<file path="config.mk">
export PLATFORM = sky130hd
export DESIGN_NAME = rx_fifo_ctrl
export DESIGN_NICKNAME = d
export VERILOG_FILES = /design/src/rtl/uart_rx_pkg.sv /design/src/rtl/rx_fifo_mem.sv /design/src/rtl/rx_fifo_ctrl.sv
export SDC_FILE = /design/constraint.sdc
export NUM_CORES = 1
export LEC_CHECK = 0
export CAP_MARGIN = 20
export CORE_AREA = 2 2 83 85
export DETAILED_ROUTE_END_ITERATION = 12
export DIE_AREA = 0 0 85 87
export HOLD_SLACK_MARGIN = 0.02
export PLACE_DENSITY = 0.84
export SKIP_CTS_REPAIR_TIMING = 1
export SLEW_MARGIN = 20
export SYNTH_ARGS = -nofsm -noshare
export SYNTH_HDL_FRONTEND = slang
export SYNTH_SLANG_ARGS = --single-unit
</file>
<file path="constraint.sdc">
create_clock -name clk -period 2.75 [get_ports clk]
set_input_delay 0.825 -clock clk [delete_from_list [all_inputs] [get_ports clk]]
set_output_delay 0.825 -clock clk [all_outputs]
set_load 0.05 [all_outputs]
</file>
<file path="src/rtl/uart_rx_pkg.sv">
// Shared types for the UART receive-side FIFO controller.
package uart_rx_pkg;

    localparam int unsigned RX_DATA_W = 8;

    typedef struct packed {
        logic                 ferr;
        logic [RX_DATA_W-1:0] data;
    } rx_entry_t;

    typedef enum logic [1:0] {
        IDLE,
        ACK,
        SETTLE
    } rx_ing_state_t;

    // Saturating 8-bit increment for the error counters.
    function automatic logic [7:0] sat_inc8(input logic [7:0] v);
        return (v == 8'hFF) ? v : v + 8'd1;
    endfunction

endpackage

</file>
<file path="src/rtl/rx_fifo_mem.sv">
// DEPTH-entry register array for received entries, one write port and a
// combinational read port so the head falls through to the consumer.
module rx_fifo_mem
    import uart_rx_pkg::*;
#(
    parameter int unsigned DEPTH = 8,
    localparam int unsigned AW   = $clog2(DEPTH)
) (
    input  logic            clk,
    input  logic            we,
    input  logic [AW-1:0]   waddr,
    input  rx_entry_t       wdata,
    input  logic [AW-1:0]   raddr,
    output rx_entry_t       rdata
);

    rx_entry_t mem_q [DEPTH];

    always_ff @(posedge clk) begin
        if (we) begin
            mem_q[waddr] <= wdata;
        end
    end

    assign rdata = mem_q[raddr];

endmodule

</file>
<file path="src/rtl/rx_fifo_ctrl.sv">
// Drains bytes from the UART receive buffer into a small FIFO and presents
// them over valid/ready. Optional error counters under RX_ERR_CNT_EN.
module rx_fifo_ctrl
    import uart_rx_pkg::*;
#(
    parameter int unsigned DEPTH = 8,
    localparam int unsigned AW   = $clog2(DEPTH),
    localparam int unsigned CW   = AW + 1
) (
    input  logic          clk,
    input  logic          n_rst,
    input  logic [7:0]    rx_data,
    input  logic          data_ready,
    input  logic          framing_error,
    input  logic          overrun_error,
    output logic          data_read,
    output logic [7:0]    m_data,
    output logic          m_ferr,
    output logic          m_valid,
    input  logic          m_ready,
    output logic [AW:0]   count,
    output logic          full,
    output logic          ovr_sticky,
    input  logic          clr_ovr
`ifdef RX_ERR_CNT_EN
    ,
    output logic [7:0]    ferr_cnt,
    output logic [7:0]    ovr_cnt
`endif
);

    rx_ing_state_t state_q, state_d;
    logic          data_read_q, data_read_d;
    logic [AW-1:0] wr_ptr_q, wr_ptr_d;
    logic [AW-1:0] rd_ptr_q, rd_ptr_d;
    logic [CW-1:0] count_q, count_d;
    logic          m_valid_q, m_valid_d;
    logic          full_q, full_d;
    logic          ovr_sticky_q, ovr_sticky_d;
    logic          push, pop;
    rx_entry_t     wr_entry, rd_entry;

    // Ingress handshake: one data_read per byte, then a settle cycle.
    always_comb begin
        state_d     = state_q;
        data_read_d = 1'b0;
        case (state_q)
            IDLE: begin
                if (data_ready && !full_q) begin
                    state_d     = ACK;
                    data_read_d = 1'b1;
                end
            end
            ACK:     state_d = SETTLE;
            SETTLE:  state_d = IDLE;
            default: state_d = IDLE;
        endcase
    end

    // Pointer, occupancy and flag updates.
    always_comb begin
        push         = (state_q == ACK);
        pop          = m_valid_q && m_ready;
        wr_entry     = '{ferr: framing_error, data: rx_data};
        wr_ptr_d     = push ? wr_ptr_q + AW'(1) : wr_ptr_q;
        rd_ptr_d     = pop  ? rd_ptr_q + AW'(1) : rd_ptr_q;
        count_d      = count_q + CW'(push) - CW'(pop);
        m_valid_d    = (count_d != '0);
        full_d       = (count_d == CW'(DEPTH));
        ovr_sticky_d = overrun_error | (ovr_sticky_q & ~clr_ovr);
    end

    always_ff @(posedge clk) begin
        if (!n_rst) begin
            state_q      <= IDLE;
            data_read_q  <= 1'b0;
            wr_ptr_q     <= '0;
            rd_ptr_q     <= '0;
            count_q      <= '0;
            m_valid_q    <= 1'b0;
            full_q       <= 1'b0;
            ovr_sticky_q <= 1'b0;
        end else begin
            state_q      <= state_d;
            data_read_q  <= data_read_d;
            wr_ptr_q     <= wr_ptr_d;
            rd_ptr_q     <= rd_ptr_d;
            count_q      <= count_d;
            m_valid_q    <= m_valid_d;
            full_q       <= full_d;
            ovr_sticky_q <= ovr_sticky_d;
        end
    end

    rx_fifo_mem #(.DEPTH(DEPTH)) u_mem (
        .clk   (clk),
        .we    (push && n_rst),
        .waddr (wr_ptr_q),
        .wdata (wr_entry),
        .raddr (rd_ptr_q),
        .rdata (rd_entry)
    );

    assign data_read  = data_read_q;
    assign m_data     = rd_entry.data;
    assign m_ferr     = rd_entry.ferr;
    assign m_valid    = m_valid_q;
    assign count      = count_q;
    assign full       = full_q;
    assign ovr_sticky = ovr_sticky_q;

`ifdef RX_ERR_CNT_EN
    logic [7:0] ferr_cnt_q, ferr_cnt_d;
    logic [7:0] ovr_cnt_q, ovr_cnt_d;
    logic       ovr_prev_q;

    // Saturating error counters; clr_ovr takes priority over an increment.
    always_comb begin
        ferr_cnt_d = ferr_cnt_q;
        ovr_cnt_d  = ovr_cnt_q;
        if (clr_ovr) begin
            ferr_cnt_d = '0;
            ovr_cnt_d  = '0;
        end else begin
            if (push && framing_error)        ferr_cnt_d = sat_inc8(ferr_cnt_q);
            if (overrun_error && !ovr_prev_q) ovr_cnt_d  = sat_inc8(ovr_cnt_q);
        end
    end

    always_ff @(posedge clk) begin
        if (!n_rst) begin
            ferr_cnt_q <= '0;
            ovr_cnt_q  <= '0;
            ovr_prev_q <= 1'b0;
        end else begin
            ferr_cnt_q <= ferr_cnt_d;
            ovr_cnt_q  <= ovr_cnt_d;
            ovr_prev_q <= overrun_error;
        end
    end

    assign ferr_cnt = ferr_cnt_q;
    assign ovr_cnt  = ovr_cnt_q;
`endif

endmodule

</file>
==> flow_summary.ini, run 1 <==
[run_status]
status = finished with violations
violations = negative setup slack

[routing]
drt-met1-wl_mm = 2.774
drtAntennaViolNets = 0
dr.first_iter.drc_count = 101
dr.pass1.iters = 4
wl_per_cell_um = 19.34
met2_length_mm = 3.093
vias = 1840
via_per_inst = 5.644
drt_wl_total_mm = 6.305
wl_met3_um = 300
dr.max_layer_used = met4
drc = 0

[synth]
synth_compound_area_frac = 0.01295
yosysWarnings = 0
syn_area_um2 = 3576
synthFlopType = edfxtp_1
synthCells = 191
ys_top_cells_by_count = edfxtp_1, dfxtp_1, mux4_1
postSynthAreaPerCell_um2 = 18.72
synthXorXnorAreaFrac = 0.01470
ys_seq_area_frac = 0.7110
yosysUniqueCellTypes = 30
synth_edf_count = 72
synthesis.nets = 212
ys_top_cells_by_area = edfxtp_1, mux4_1, dfxtp_1
async_flop_share = 0
netlist.area_leader.share = 0.6046
yosysTopAreaCell = edfxtp_1
muxShareOfSynthArea = 0.1634
synth_simple_gate_area_frac = 0.05633
synth_top_family_by_area = multiplexers
synth_most_common_cell = edfxtp_1
synthAdderAreaFrac = 0.02309
ys_ff_latch = 91

[setup_path]
critical_path.startpoint_type = flip-flop
cp_top_family = multiplexers
cp.buffers_inverters = 2
cpPeakStageDelay_ns = 0.57
worstPathCellList = buf_12, mux4_1, mux2_2, buf_4
cp.required_ns = 1.93
endpoint_kind = primary output
critical_path_class = reg -> out
arrival_ns = 1.93
slowest_stage = mux4_1
cp_max_fo = 9

[sta]
whs_ns = 0.4828
period_share = 1.003
setup_violations = 1
timing.fmax_mhz = 362.7
finalMaxSlewViolations = 0
finalClockSkew_ns = 0.008402
slew_headroom = 0.6602
fin_ws_ns = -0.007430
hold_viol_final = 0
tightest_slew_ns = 0.5080
period_needed_ns = 2.757
grt_setup_unrepaired = true

[finish]
multi_input_area_um2 = 972.2
nNetsFinal = 262
n_antenna_cell = 0
stdcell_area_um2 = 4297
regArea_um2 = 2546
area_delta_synth_final_pct = 20.15
final_layout_size_suffix_gt1_frac = 0.2358
fillers = 430

[placement]
port_buffers = 31
routabilityCongestion = 0.7852
dp_hpwl_mm = 3.851
placed_cell_area_um2 = 4030

[pwr]
intPower_uw = 2492
pwr-share-seq = 0.446
power_density_nw_per_um2 = 850.7
static-leakage-power_uw = 0.001464
comb_power_share = 0.303
ir_drop_uv = 717.8
switchingPower_uw = 1163
netSwitchingFraction = 0.3182
pwr-share-clk = 0.252

[min_path]
hp-class = reg -> reg

[floorplanning]
floorplan.initialDensity = 0.5444
rows = 30
ios = 32
core_area_um2 = 6569
dieHeight_um = 87
die_w_um = 85
design.die.area_um2 = 7395

[grt]
grt_overflow = 0
antenna_found_initial = 0
grt_max_degree = 19
grt_pass1_wl_mm = 9.632
grt_usage = 0.1813
grt_pass1_vias = 1927

[cts]
h-tree-depth = 3
clk_latency_ns = 0.36
cts_buffers = 9
clk_path_buf_depth = 2
cts-root-buf = clkbuf_8
clkSlewWorstSetupHoldPaths_ns = 0.09
cts.sinks = 91
cts_tree = done

[flow_run]
maxCapViolCount = 0
-- cell families after synthesis --
group                      count (synthesis)
muxes                                     28
buffers and inverters                     11
AOI/OAI and AO/OA                          8
and+or+nand+nor                           41
xor gates and xnor gates                   6
DFF                                       91
adders and majority gates                  6
-- path summary, 6_finish.rpt --
| kind | startpoint | end | slack [ns] | cells past startpoint |
|---|---|---|---|---|
| min | state_q[1]$_SDFFE_PN0P_ | state_q[0]$_SDFFE_PN0P_ | 0.48 | 1 |
| max reg2reg | state_q[0]$_SDFFE_PN0P_ | full$_SDFF_PN0_ | 0.48 | 7 |
| min reg2reg | state_q[1]$_SDFFE_PN0P_ | state_q[0]$_SDFFE_PN0P_ | 0.48 | 1 |
| max | flip-flop | m_data[5] | -0.007 | 4 |
-- metrics by stage --
stage          worst slack [ns]  utilization  power, µW  std cells    TNS, ns
2_1_floorplan            0.2180            -       2355        191          0
3_3_place_gp            -0.2560       0.6135       2631        309    -0.3733
3_5_place_dp            -0.3569       0.6135       2668        309    -0.5870
4_1_cts                -0.06062       0.6450       3585        325    -0.2807
5_1_grt                -0.05133       0.6541       3802        326    -0.1966
6_report              -0.007430       0.6541       3655        326  -0.007430
-- registers in the layout, summed over array words and instances, names as in the netlist, named ones only --
signal	count
count	4
full	1
rd_ptr_q	3
ovr_sticky	1
m_valid	1
data_read	1
u_mem.mem_q	72
state_q	2
wr_ptr_q	3
-- power by group through the flow --
stage / clock, µW / sequential, µW / combinational, µW
2_1_floorplan: 0 / 1780 / 575
3_3_place_gp: 0 / 1640 / 989
3_5_place_dp: 0 / 1650 / 1020
4_1_cts: 941 / 1620 / 1030
5_1_grt: 989 / 1640 / 1170
6_report: 920 / 1630 / 1110
-- cell type report --
class / instances / area share
Multi-Input combinational cell: 89 / 0.2263
Tap cell: 80 / 0.02330
Sequential cell: 91 / 0.5926
Timing Repair Buffer: 46 / 0.1063
Clock inverter: 7 / 0.01922
Clock buffer: 9 / 0.02883
Inverter: 4 / 0.003494
-- layer usage --
metal / up-vias / GRT usage
met5: - / 0
met4: 0 / 0.09380
met3: 14 / 0.04360
met2: 57 / 0.2969
met1: 919 / 0.2269
li1: 850 / -
-- layout by cell type, fill, tap and decap left out, drive strengths merged, types with 4 or more instances in the layout --
cell type       n
edfxtp         72
buf            23
clkdlybuf4s50  22
dfxtp          19
mux4           18
nor2           14
clkbuf         10
mux2            9
inv             8
nand3           5
a21oi           5
nand2           5
ha              5
xor2            4
and2            4
Power figures use the tool's default switching activity.
==> inputs of run 2 (changes only) <==
--- a/config.mk
+++ b/config.mk
@@ -12,7 +12,7 @@
 export HOLD_SLACK_MARGIN = 0.02
 export PLACE_DENSITY = 0.84
 export SKIP_CTS_REPAIR_TIMING = 1
-export SLEW_MARGIN = 20
+export SLEW_MARGIN = 10
 export SYNTH_ARGS = -nofsm -noshare
 export SYNTH_HDL_FRONTEND = slang
 export SYNTH_SLANG_ARGS = --single-unit
==> results of run 2 <==
Same layout as run 1: the final DEF is identical, and so are final timing and power.
==> inputs of run 3 (changes only) <==
--- a/config.mk
+++ b/config.mk
@@ -5,12 +5,12 @@
 export SDC_FILE = /design/constraint.sdc
 export NUM_CORES = 1
 export LEC_CHECK = 0
-export CAP_MARGIN = 20
-export CORE_AREA = 2 2 83 85
+export CORE_AREA = 2 2 81 83
+export CTS_BUF_LIST = sky130_fd_sc_hd__clkbuf_8
 export DETAILED_ROUTE_END_ITERATION = 12
-export DIE_AREA = 0 0 85 87
+export DIE_AREA = 0 0 83 85
 export HOLD_SLACK_MARGIN = 0.02
-export PLACE_DENSITY = 0.84
+export PLACE_DENSITY = 0.87
 export SKIP_CTS_REPAIR_TIMING = 1
 export SLEW_MARGIN = 10
 export SYNTH_ARGS = -nofsm -noshare
==> run 3 against run 2 <==
Effect of this change:
- the flow now finishes without violations
- largest power group unchanged
- power decreased by 2.9%
- clock skew decreased by 0.00064 ns
- sequential power about the same
- critical path depth unchanged
- fmax increased by 0.61%
- global-route usage decreased by 0.43 points
- die area decreased by 4.6%
- critical endpoint is now m_data[6]
- worst hold slack got worse by 0.012 ns
- via count decreased by 0.22%
- clock power decreased by 19%
- flip-flop and latch count unchanged
- non-clock buffer count increased by 3
==> flow_summary.ini, run 3 (synthesis results as in run 1) <==
[setup_path]
critical_path.startpoint_type = flip-flop
worstPathCellList = clkbuf_16, mux4_2, mux2_4, buf_6
cp.required_ns = 1.93
reg2reg_from = state_q[0]$_SDFFE_PN0P_
slowest_stage = mux4_2
cp_max_fo = 4
endpoint_kind = primary output
critical_path_class = reg -> out
cpPeakStageDelay_ns = 0.53
arrival_ns = 1.92

[grt]
antenna_found_initial = 0
grt_overflow = 0
grt_max_degree = 19
grt_usage = 0.1770
grt_pass1_vias = 1863
grtUsageMet2 = 0.2925
grtUsageMet3 = 0.05350
busiest_layer = met2
grtUsageMet1 = 0.2215
grt_pass1_wl_mm = 9.073

[pwr]
static-leakage-power_uw = 0.001490
power_density_nw_per_um2 = 826.0
comb_power_share = 0.332
switchingPower_uw = 1106
pwr-share-seq = 0.459
netSwitchingFraction = 0.3116
pwr-share-clk = 0.210
ir_drop_uv = 874.3
intPower_uw = 2444

[routing]
drtAntennaViolNets = 0
dr.first_iter.drc_count = 130
drt_wl_total_mm = 6.337
drc = 0
via_per_inst = 5.632
wl_per_cell_um = 19.44
dr.pass1.iters = 4
vias = 1836

[finish]
top_register = u_mem.mem_q
fin_util = 0.6929
regArea_um2 = 2546
area_delta_synth_final_pct = 20.22
multi_input_area_um2 = 952.2
fillers = 385
n_antenna_cell = 0
final_cell_mix = edfxtp_1, clkdlybuf4s50_1, dfxtp_1
final_common_cell = edfxtp_1
final_layout_size_suffix_gt1_frac = 0.2691
largest_register_ffs = 72
nNetsFinal = 265

[cts]
cts_tree = done
cts-root-buf = clkbuf_8
cts.sinks = 91
clk_path_buf_depth = 2
h-tree-depth = 3
cts_buffers = 9
clk_latency_ns = 0.35
clkSlewWorstSetupHoldPaths_ns = 0.08

[sta]
finalMaxSlewViolations = 0
hold_viol_final = 0
period_share = 0.9966
grt_setup_unrepaired = true
whs_ns = 0.4706
setup_violations = 0
period_needed_ns = 2.741
finalClockSkew_ns = 0.007758
tightest_slew_ns = 0.6972
slew_headroom = 0.5346
timing.fmax_mhz = 364.9

[floorplanning]
die_w_um = 83
floorplan.initialDensity = 0.5763
design.die.area_um2 = 7055
ios = 32
rows = 29
dieHeight_um = 85
core_area_um2 = 6205

[flow_run]
maxCapViolCount = 0

[min_path]
hp-start = state_q[0]$_SDFFE_PN0P_
hp-class = reg -> reg

[placement]
port_buffers = 31
dp_hpwl_mm = 3.576
routabilityCongestion = 0.7916

[run_status]
status = completed
[run 3: final timing paths]
path / end / cells after the start / slack, ns
setup / recovery: m_data[6] / 4 / 0.009
hold / removal: state_q[0]$_SDFFE_PN0P_ / 1 / 0.47
setup reg to reg: full$_SDFF_PN0_ / 7 / 0.57
hold reg to reg: state_q[0]$_SDFFE_PN0P_ / 1 / 0.47
[run 3: worst max-delay path: cells and delay by family (launching register included)]
kind	cells	cell delay [ns]
buffers and inverters	2	0.32
flip-flops	1	0.43
multiplexers	2	0.81
[run 3: power groups by stage]
stage | clock network [µW] | registers (µW) | logic (µW)
6_report | 745 | 1630 | 1180
2_1_floorplan | 0 | 1780 | 575
5_1_grt | 820 | 1640 | 1260
3_3_place_gp | 0 | 1640 | 1010
4_1_cts | 762 | 1610 | 1030
3_5_place_dp | 0 | 1640 | 1030
[run 3: cell type report]
type | instances | share of cell area
sequential | 91 | 0.5923
multi-input combinational | 89 | 0.2215
timing repair buffer | 49 | 0.1231
clock buffer | 9 | 0.02881
tap | 77 | 0.02241
clock inverter | 7 | 0.008440
inverter | 4 | 0.003492
[run 3: per-stage QoR]
stage / worst slack, ns / instances / setup TNS, ns / area (µm²) / total power [µW]
4_1_cts: -0.07032 / 323 / -0.5130 / 4194 / 3407
3_3_place_gp: -0.2427 / 307 / -0.3976 / 4034 / 2649
6_report: 0.009259 / 326 / 0 / 4299 / 3551
5_1_grt: -0.05524 / 326 / -0.2348 / 4299 / 3713
2_1_floorplan: 0.2180 / 191 / 0 / 3576 / 2355
3_5_place_dp: -0.3830 / 307 / -0.6946 / 4034 / 2672
[run 3: metal layers]
layer	part of all wire	up-vias
met1	0.43	913
met5	0	-
li1	-	846
met4	0.023	0
met2	0.49	64
met3	0.054	13
